--- src/rtl/max_pool_2d_4_channel_size_2.sv ---
// 2x2 / stride-2 max pooling over a raster-ordered 4-channel feature map.
// All four channels share one col/row tracker. Each channel uses a horizontal
// holding register and a half-width line buffer, so the block never stores a
// full frame. A finished window's maximum is registered and flagged with
// valid_out one clock after its bottom-right pixel.
module max_pool_2d_4_channel_size_2 #(
    parameter int unsigned IMG_Width  = 4,
    parameter int unsigned IMG_Height = 4,
    parameter int unsigned Datawidth  = 32
) (
    input  logic                 clk,
    input  logic                 rst,
    input  logic                 valid_in,
    input  logic [Datawidth-1:0] In_0,
    input  logic [Datawidth-1:0] In_1,
    input  logic [Datawidth-1:0] In_2,
    input  logic [Datawidth-1:0] In_3,
    output logic                 valid_out,
    output logic [Datawidth-1:0] Out_0,
    output logic [Datawidth-1:0] Out_1,
    output logic [Datawidth-1:0] Out_2,
    output logic [Datawidth-1:0] Out_3,
    output logic                 frame_done
);

    localparam int unsigned HalfW = IMG_Width / 2;
    localparam int unsigned HalfH = IMG_Height / 2;
    localparam int unsigned ColW  = (IMG_Width > 1) ? $clog2(IMG_Width) : 1;
    localparam int unsigned RowW  = (IMG_Height > 1) ? $clog2(IMG_Height) : 1;
    localparam int unsigned IdxW  = (HalfW > 1) ? $clog2(HalfW) : 1;
    localparam bit          EvenW = (IMG_Width % 2) == 0;
    localparam bit          EvenH = (IMG_Height % 2) == 0;

    typedef logic signed [Datawidth-1:0] sample_t;

    sample_t         in_s   [4];
    sample_t         h_q    [4];
    sample_t         h_d    [4];
    sample_t         out_q  [4];
    sample_t         out_d  [4];
    sample_t         wr_data[4];
    sample_t         line_q [4][HalfW];

    logic [ColW-1:0] col_q, col_d, half_col;
    logic [RowW-1:0] row_q, row_d;
    logic [IdxW-1:0] idx;
    logic            valid_q, valid_d;
    logic            done_q, done_d;
    logic            wr_en;
    logic            col_last, row_last, col_used, row_used;

    // Signed maximum; on a tie either operand is the same value.
    function automatic sample_t smax(input sample_t a, input sample_t b);
        return (a > b) ? a : b;
    endfunction

    assign in_s[0] = sample_t'(In_0);
    assign in_s[1] = sample_t'(In_1);
    assign in_s[2] = sample_t'(In_2);
    assign in_s[3] = sample_t'(In_3);

    assign Out_0      = out_q[0];
    assign Out_1      = out_q[1];
    assign Out_2      = out_q[2];
    assign Out_3      = out_q[3];
    assign valid_out  = valid_q;
    assign frame_done = done_q;

    assign col_last = (col_q == ColW'(IMG_Width - 1));
    assign row_last = (row_q == RowW'(IMG_Height - 1));
    // A trailing odd column/row is consumed but never joins a window.
    assign col_used = EvenW || !col_last;
    assign row_used = EvenH || !row_last;
    assign half_col = col_q >> 1;
    assign idx      = half_col[IdxW-1:0];

    // Next-state: position tracking plus the per-quadrant window actions.
    always_comb begin
        col_d   = col_q;
        row_d   = row_q;
        h_d     = h_q;
        out_d   = out_q;
        valid_d = 1'b0;
        done_d  = 1'b0;
        wr_en   = 1'b0;
        for (int k = 0; k < 4; k++) begin
            wr_data[k] = '0;
        end

        if (valid_in && !rst) begin
            if (col_last) begin
                col_d = '0;
                row_d = row_last ? '0 : row_q + 1'b1;
            end else begin
                col_d = col_q + 1'b1;
            end

            if (col_used && row_used) begin
                case ({row_q[0], col_q[0]})
                    2'b00: begin
                        for (int k = 0; k < 4; k++) h_d[k] = in_s[k];
                    end
                    2'b01: begin
                        wr_en = 1'b1;
                        for (int k = 0; k < 4; k++) wr_data[k] = smax(h_q[k], in_s[k]);
                    end
                    2'b10: begin
                        for (int k = 0; k < 4; k++) h_d[k] = smax(line_q[k][idx], in_s[k]);
                    end
                    default: begin
                        for (int k = 0; k < 4; k++) out_d[k] = smax(h_q[k], in_s[k]);
                        valid_d = 1'b1;
                        done_d  = (row_q == RowW'(2 * HalfH - 1)) &&
                                  (col_q == ColW'(2 * HalfW - 1));
                    end
                endcase
            end
        end
    end

    // State registers with synchronous, active-high reset.
    always_ff @(posedge clk) begin
        if (rst) begin
            col_q   <= '0;
            row_q   <= '0;
            h_q     <= '{default: '0};
            out_q   <= '{default: '0};
            valid_q <= 1'b0;
            done_q  <= 1'b0;
        end else begin
            col_q   <= col_d;
            row_q   <= row_d;
            h_q     <= h_d;
            out_q   <= out_d;
            valid_q <= valid_d;
            done_q  <= done_d;
        end
    end

    // Line buffer: always written on an even row before being read, so no reset.
    always_ff @(posedge clk) begin
        if (wr_en) begin
            for (int k = 0; k < 4; k++) begin
                line_q[k][idx] <= wr_data[k];
            end
        end
    end

endmodule

--- config.mk ---
export PLATFORM = sky130hd
export DESIGN_NAME = max_pool_2d_4_channel_size_2
export DESIGN_NICKNAME = d
export VERILOG_FILES = /design/src/rtl/max_pool_2d_4_channel_size_2.sv
export SDC_FILE = /design/constraint.sdc
export NUM_CORES = 1
export LEC_CHECK = 0
export ABC_AREA = 1
export CAP_MARGIN = 40
export CORE_MARGIN = 1
export CORE_UTILIZATION = 52
export DETAILED_ROUTE_END_ITERATION = 8
export GPL_ROUTABILITY_DRIVEN = 0
export PLACE_DENSITY = 0.73
export SLEW_MARGIN = 20
export SYNTH_ARGS = -nofsm -noshare
export SYNTH_HDL_FRONTEND = slang
export SYNTH_SLANG_ARGS = --single-unit
--- constraint.sdc ---
create_clock -name clk -period 19.3 [get_ports clk]
set_input_delay 1.93 -clock clk [delete_from_list [all_inputs] [get_ports clk]]
set_output_delay 1.93 -clock clk [all_outputs]
set_load 0.03 [all_outputs]
==> results.txt, run 1 <==
In the post-synthesis netlist, the cell with the most instances is nand2_1. In this run the cell area of the synthesized design comes to 0.0300 mm^2. The clock-pin slew reported for the worst setup and hold paths after clock tree synthesis came out at 60 ps.

The data required time of the critical path came out at 19830 ps. The highest clock rate came out at 0.176 GHz. The number of rows created at floorplan came out at 87. The smallest setup slack after layout came out at 13620 ps. During I/O placement, the number of pins put on the boundary was 261. Of the total synthesized cell area, the portion taken by AND, OR, NAND and NOR gates is 0.277.

The tree is rooted in a clkbuf_16. Setup repair after global routing left no endpoint under its margin. The async set-reset flop share out of synthesis came out at 0.

The clock latency of the later-clocked register in the worst-skew pair came out at 630 ps. In the final layout, the share of cells above drive strength 1 is 0.0795. The total overflow left after global routing is 0. Walking the worst path, the cells encountered are buf_12, clkinv_2, buf_4, buf_16, or2_2, o21ai_0, inv_1, ha_1, nand2_1, nor2_1, nand4_1, nor2_1, nand2_1, nand3_2, nand3_2, nand2_1, nand3_1, a21oi_1. The pin slew with the least headroom to its limit came out at 903 ps. The first-pass GRT wire length is 137 mm. The power density relative to cell area came out at 78.6 mW/mm^2. The clock period minus final worst setup slack is 5680 ps. The half-perimeter wire length after placement is 52.5 mm. The fraction of the mapped netlist area in compound gates was 0.0942.

The reported max-cap violation count is 0. The violation count after the first detailed-route iteration came out at 2177. The register area share after synthesis is 0.431.

In this run the mean area of a mapped cell was 7.86 um^2. The number of endpoints with negative hold slack in the final report was 0. The number of clock sinks seen by CTS came out at 518. The count of nets left with antenna violations once routing finished came out at 0.

The number of global-route vias before repair came out at 26300. After detailed routing, the number of vias per cell comes to 5.61. The sum of negative setup slack is 0 ps. The total core area is 0.0567 mm^2. Measured along the x axis, the die boundary spans 242 um. The count of flip-flops with a built-in enable after synthesis is 256.

The average wire length per cell after detail routing came out at 17.9 um. The number of instances in the placed design is 4654. The area added between synthesis and finish is 17.8%. The overall via count from detail_route is 26800. Measured against the total synthesized area, the mux share comes to 0.00133. The arrival time at the worst endpoint is 6210 ps.

The number of register bits inferred by synthesis came out at 518. The largest area contributor in the synthesized netlist is edfxtp_1. The total count of max-transition violations in the final report came out at 0.

The initial standard-cell utilization of the core is 0.529. The cell with the most instances on the worst path is nand2_1. Clock skew on the completed layout was measured at 29.0 ps. The synthesized net count is 4205. The critical path is of the flop to flop type.

Counting the buffers created by CTS gives 56. On the worst path, the slowest cell contributes a delay of 850 ps. The leakage power is 15.6 nW. In this run the worst path has a maximum fanout of 57. The flow ran to the end, and the final reports show no timing, DRC or antenna violations.

The DRC violations left came out at 0. The type of destination of the critical path is a flop. The quantity of gates resized following cts came out at 0.

The area enclosed by the die boundary came out at 0.0587 mm^2. During synthesis, Yosys emitted a total of 0 warnings. TritonCTS built the clock tree. The worst hold path belongs to the class flop to flop. The period utilization came out at 0.294. The worst register-to-register path begins at col_q[1].

The maximum number of pins on one net before global-route repair is 117. STA classifies the critical path startpoint as a flop. The post-synthesis share of cell area spent on full adders, half adders and majority gates is 0.108. Synthesis produced 3816 cells. In the synthesized netlist, the cells that appear most often are nand2_1, inv_1, a21oi_1. The H-tree generated during clock tree synthesis spans 2 levels. Headroom to the max-slew limit came out at 0.398. The slowest stage of the critical path is the nand3_2 cell.

The xor and xnor fraction of the mapped netlist area came out at 0. The final net count is 4353. No sink is reached through more buffers than the 3 on the longest clock path.

The most used flip-flop cell after synthesis is dfxtp_1. The quantity of I/O buffers inserted on ports came out at 260. The share of the synthesized area in the top cell type came out at 0.256. The dominant combinational cell family by area after synthesis is simple AND/OR/NAND/NOR gates. The overall global routing resource usage is 0.286. The number of iterations in the first detailed-routing pass is 6.

The number of antenna violations at the first check in global routing is 2. The number of buffers inserted for hold repair after clock tree synthesis is 0. The worst setup slack after placement is 13310 ps. The number of standard cells in the layout, taps in and fillers out came out at 4770.

Setup violations remaining at the end of the flow were counted as 0. After synthesis, the netlist uses 32 different library cells. The final routed wirelength across all metal layers is 85.5 mm. The largest vdd supply drop is 68.2 uV. Post-CTS timing repair inserted 0 buffers for setup. In this run the worst setup path begins at col_q[1]. The die is 242 um tall. The launch point of the worst hold path is h_q[20]. By area the synthesized netlist is led by edfxtp_1, dfxtp_1, ha_1.
-- final timing paths --
check	endpoint	slack [ps]	cells after the start
setup reg to reg	h_q[16]	13620	18
setup / recovery	h_q[16]	13620	18
hold / removal	h_q[20]	490	2
hold reg to reg	h_q[20]	490	2
-- metal layers --
metal / global-route usage / routed length, um
met1: 0.371 / 36300
met2: 0.488 / 40700
met3: 0.0451 / 6540
met4: 0.0923 / 1970
met5: 0 / 0
-- final cells by class --
| cell class | count | area (um^2) |
|---|---|---|
| Multi-Input combinational cell | 2616 | 14500 |
| Timing Repair Buffer | 312 | 3360 |
| Sequential cell | 518 | 12900 |
| Fill cell | 4956 | 21400 |
| Clock inverter | 21 | 245 |
| Clock buffer | 85 | 1640 |
| Inverter | 460 | 1740 |
| Antenna cell | 2 | 5.00 |
| Tap cell | 756 | 946 |
-- metrics by stage --
stage | power (mW) | utilization | instance area, um^2 | hold WS (ps)
floorplan | 1.51 | - | 30000 | 447
global route | 2.89 | 0.623 | 35300 | 503
detailed placement | 1.67 | 0.586 | 33200 | 477
finish | 2.78 | 0.623 | 35300 | 487
global placement | 1.65 | 0.581 | 32900 | 464
CTS | 2.77 | 0.620 | 35100 | 485
-- where the power goes --
group	total, mW	internal [mW]	switching, mW
clock network	1.12	0.654	0.462
registers	1.19	1.17	0.0182
logic	0.473	0.163	0.310
-- kinds of logic after synthesis --
| kind of cell | after synthesis |
|---|---|
| AOI/OAI and AO/OA | 550 |
| and+or+nand+nor | 1804 |
| DFF | 518 |
| buffers and inverters | 682 |
| adders and majority gates | 258 |
| muxes | 4 |
-- cells in the final DEF, fill, tap and decap left out, drive strengths merged --
master	n
a21o	6
a21oi	373
a22oi	1
buf	53
bufinv	5
clkbuf	85
clkdlybuf4s50	259
clkinv	12
clkinvlp	3
dfxtp	262
diode	2
edfxtp	256
ha	258
inv	461
mux2i	4
nand2	768
nand3	287
nand4	278
nor2	338
nor3	5
nor3b	1
nor4	2
o211ai	4
o21a	14
o21ai	148
o21bai	4
or2	125
-- worst max-delay path: cells and delay by family (launching register included) --
| family | cells | cell delay [ps] |
|---|---|---|
| and+or+nand+nor | 10 | 2740 |
| buffers and inverters | 5 | 1610 |
| DFF | 1 | 550 |
| adders and majority gates | 1 | 340 |
| AOI/OAI and AO/OA | 2 | 260 |
-- registers in the layout (all words and copies together) (netlist names) --
name / count
row_q: 2
line_q: 256
frame_done: 1
valid_out: 1
Out_0: 32
Out_1: 32
col_q: 2
h_q: 128
Out_2: 32
Out_3: 32
Note: power is estimated with default switching activity, not from simulation.
==> run 2, diff against run 1 <==
--- a/config.mk
+++ b/config.mk
@@ -11,7 +11,7 @@
 export CORE_UTILIZATION = 52
 export DETAILED_ROUTE_END_ITERATION = 8
 export GPL_ROUTABILITY_DRIVEN = 0
-export PLACE_DENSITY = 0.73
+export PLACE_DENSITY = 0.76
 export SLEW_MARGIN = 20
 export SYNTH_ARGS = -nofsm -noshare
 export SYNTH_HDL_FRONTEND = slang
==> constraint.sdc (replaced) <==
create_clock -name clk -period 4.58 [get_ports clk]
set_input_delay 0.458 -clock clk [delete_from_list [all_inputs] [get_ports clk]]
set_output_delay 0.458 -clock clk [all_outputs]
set_load 0.03 [all_outputs]
==> results.txt, run 2 (synthesized netlist as in run 1, its figures left out) <==
The final net count came out at 4359. The routed layout has 27000 vias. The reported max-cap violation count is 0. The initial standard-cell utilization of the core came out at 0.529. The average wire length per cell after detail routing came out at 17.5 um. The buffer levels on the longest clock path came out at 3. The arrival time at the worst endpoint came out at 4070 ps. For the finished layout, the period the worst path requires is 3630 ps. The maximum number of pins on one net before global-route repair is 128. The mean number of vias per cell is 5.65.

The area enclosed by the die boundary is 0.0587 mm^2. The clock-pin slew reported for the worst setup and hold paths after clock tree synthesis is 60 ps. The min-delay analysis places its worst path in the category input port to flop. The TritonCTS buffer count came out at 55.

The area added between synthesis and finish is 17.7%. The number of antenna violations at the first check in global routing came out at 3. The sum of negative setup slack is 0 ps. The type of destination of the critical path is a flop.

The buffer count from post-CTS setup fixing came out at 0. The smallest setup slack after layout came out at 954 ps. Based on the critical path, the design can be clocked at up to 0.276 GHz.

Setup violations remaining at the end of the flow were counted as 0. The number of global-route vias before repair is 26100. The first-pass GRT wire length is 135 mm. OpenSTA, run right after detailed placement, puts the worst setup slack at 993 ps. For this run, the total global-route usage over all layers was measured as 0.280. Tracing the worst setup path back leads to its startpoint at col_q[1]. The worst reg2reg path depth is 18. The register bank with the most flops is line_q. The number of endpoints with negative hold slack in the final report is 0. The critical path is of the flop to flop type. The clock skew came out at 8.74 ps. STA puts the critical path data required time at 5030 ps. The die height came out at 242 um. The worst setup path is launched from a flop. The total count of max-transition violations in the final report came out at 0.

The global-route track usage on met3 is 0.0360. Of the cells placed in the final design, the portion with a size suffix greater than 1 is 0.0804. The library cells used most frequently in the layout, excluding fill and tap cells, are nand2_1, inv_1, a21oi_1. The half-perimeter wire length after placement is 51.4 mm. At the pin with the least slew margin, the transition time is 872 ps. The number of clock sinks seen by CTS came out at 518. The tightest slew margin relative to the limit is 0.419. From left edge to right edge, the die measures 242 um.

Summed over all layers, the routed wires come to 83.7 mm. The flop-to-flop setup slack is 950 ps. The power density relative to cell area is 336 mW/mm^2. The number of buffers inserted for hold repair after clock tree synthesis came out at 0. The register with the most flip-flops in the layout has 256 of them. The CTS H-tree depth is 2.

The detailed router finished its first iteration with 2015 violations. The worst-case IR drop observed on VDD is 256 uV. The quantity of gates resized following cts came out at 0.

The period utilization is 0.792. The met2 track demand over resource in global routing came out at 0.476. The quantity of I/O buffers inserted on ports came out at 260. The routing layer with the top usage in global route is met2. The CTS tree is built.

The critical path ends at h_q[127]. The library cell used most frequently in the layout, excluding fill and tap cells, is nand2_1. The total core area came out at 0.0567 mm^2. The endpoint identified for the worst register-to-register timing path is h_q[127]. The global-route congestion overflow total is 0. Setup repair after global routing left no endpoint under its margin.

The tree is rooted in a clkbuf_16. The DRC violations left came out at 0. The pre-antenna-repair detailed-routing pass consisted of 6 iterations.

The total I/O pin count came out at 261. The global-route met1 utilization came out at 0.365. Once detail routing completed, the nets flagged for antenna violations numbered 0. The initialized floorplan defines 87 standard-cell rows. The largest fanout on the critical path is 22. The run finished with clean final reports. The origin of the critical flop-to-flop path is col_q[1]. In the final layout, the registers with the most flip-flops are line_q x256, h_q x128. The clock latency of the later-clocked register in the worst-skew pair came out at 610 ps. The leakage power is 15.5 nW.
==> run 2: critical path, stage by stage, from the launching register on <==
cell and delay [ps]:
dfxtp_4 350, clkinv_2 300, buf_4 350, or2_2 290, o21ai_0 160, inv_1 90, ha_1 300, nand2_1 60
nor2_1 140, nand2_1 80, nor3b_2 200, nand2_1 100, nand2_1 70, nand2_1 220, nand3_1 180, buf_4 300
nand2_1 80, nand3_1 80, a21oi_1 100
==> run 2: cell type report <==
type,instances,area (um^2)
Clock inverter,36,492
Clock buffer,67,1500
Multi-Input combinational cell,2616,14400
Inverter,460,1740
Timing Repair Buffer,319,3270
Fill cell,4961,21400
Antenna cell,1,2.50
Tap cell,756,946
Sequential cell,518,12900
==> run 2: how the worst min path moves through the flow <==
stage	cells after the start	slack [ps]	end	startpoint
after floorplan	2	450	row_q[1]	row_q[1]
after global placement	2	460	row_q[1]	row_q[1]
after detailed placement	2	470	row_q[1]	row_q[1]
after CTS	2	320	h_q[104]	rst
after global routing	2	360	h_q[125]	rst
final	2	340	h_q[123]	rst
==> run 2: routing by layer <==
layer	wire, um	vias to the layer above
li1	-	13200
met5	31	-
met1	35400	12500
met2	39500	1102
met4	2540	4
met3	6300	178
==> run 2: power breakdown <==
part / internal, mW / switching [mW] / total (mW)
clock: 3.01 / 1.92 / 4.92
sequential: 4.93 / 0.0717 / 5.00
combinational: 0.644 / 1.28 / 1.92
==> run 2: metrics by stage <==
| step | hold WS (ps) | area (um^2) | power (mW) | util | instances |
|---|---|---|---|---|---|
| global placement | 462 | 33300 | 6.94 | 0.587 | 4667 |
| floorplan | 447 | 30000 | 6.35 | - | 3816 |
| finish | 339 | 35300 | 11.8 | 0.623 | 4773 |
| CTS | 325 | 35300 | 11.9 | 0.622 | 4771 |
| detailed placement | 472 | 33300 | 6.98 | 0.587 | 4668 |
| global route | 357 | 35300 | 12.3 | 0.623 | 4773 |
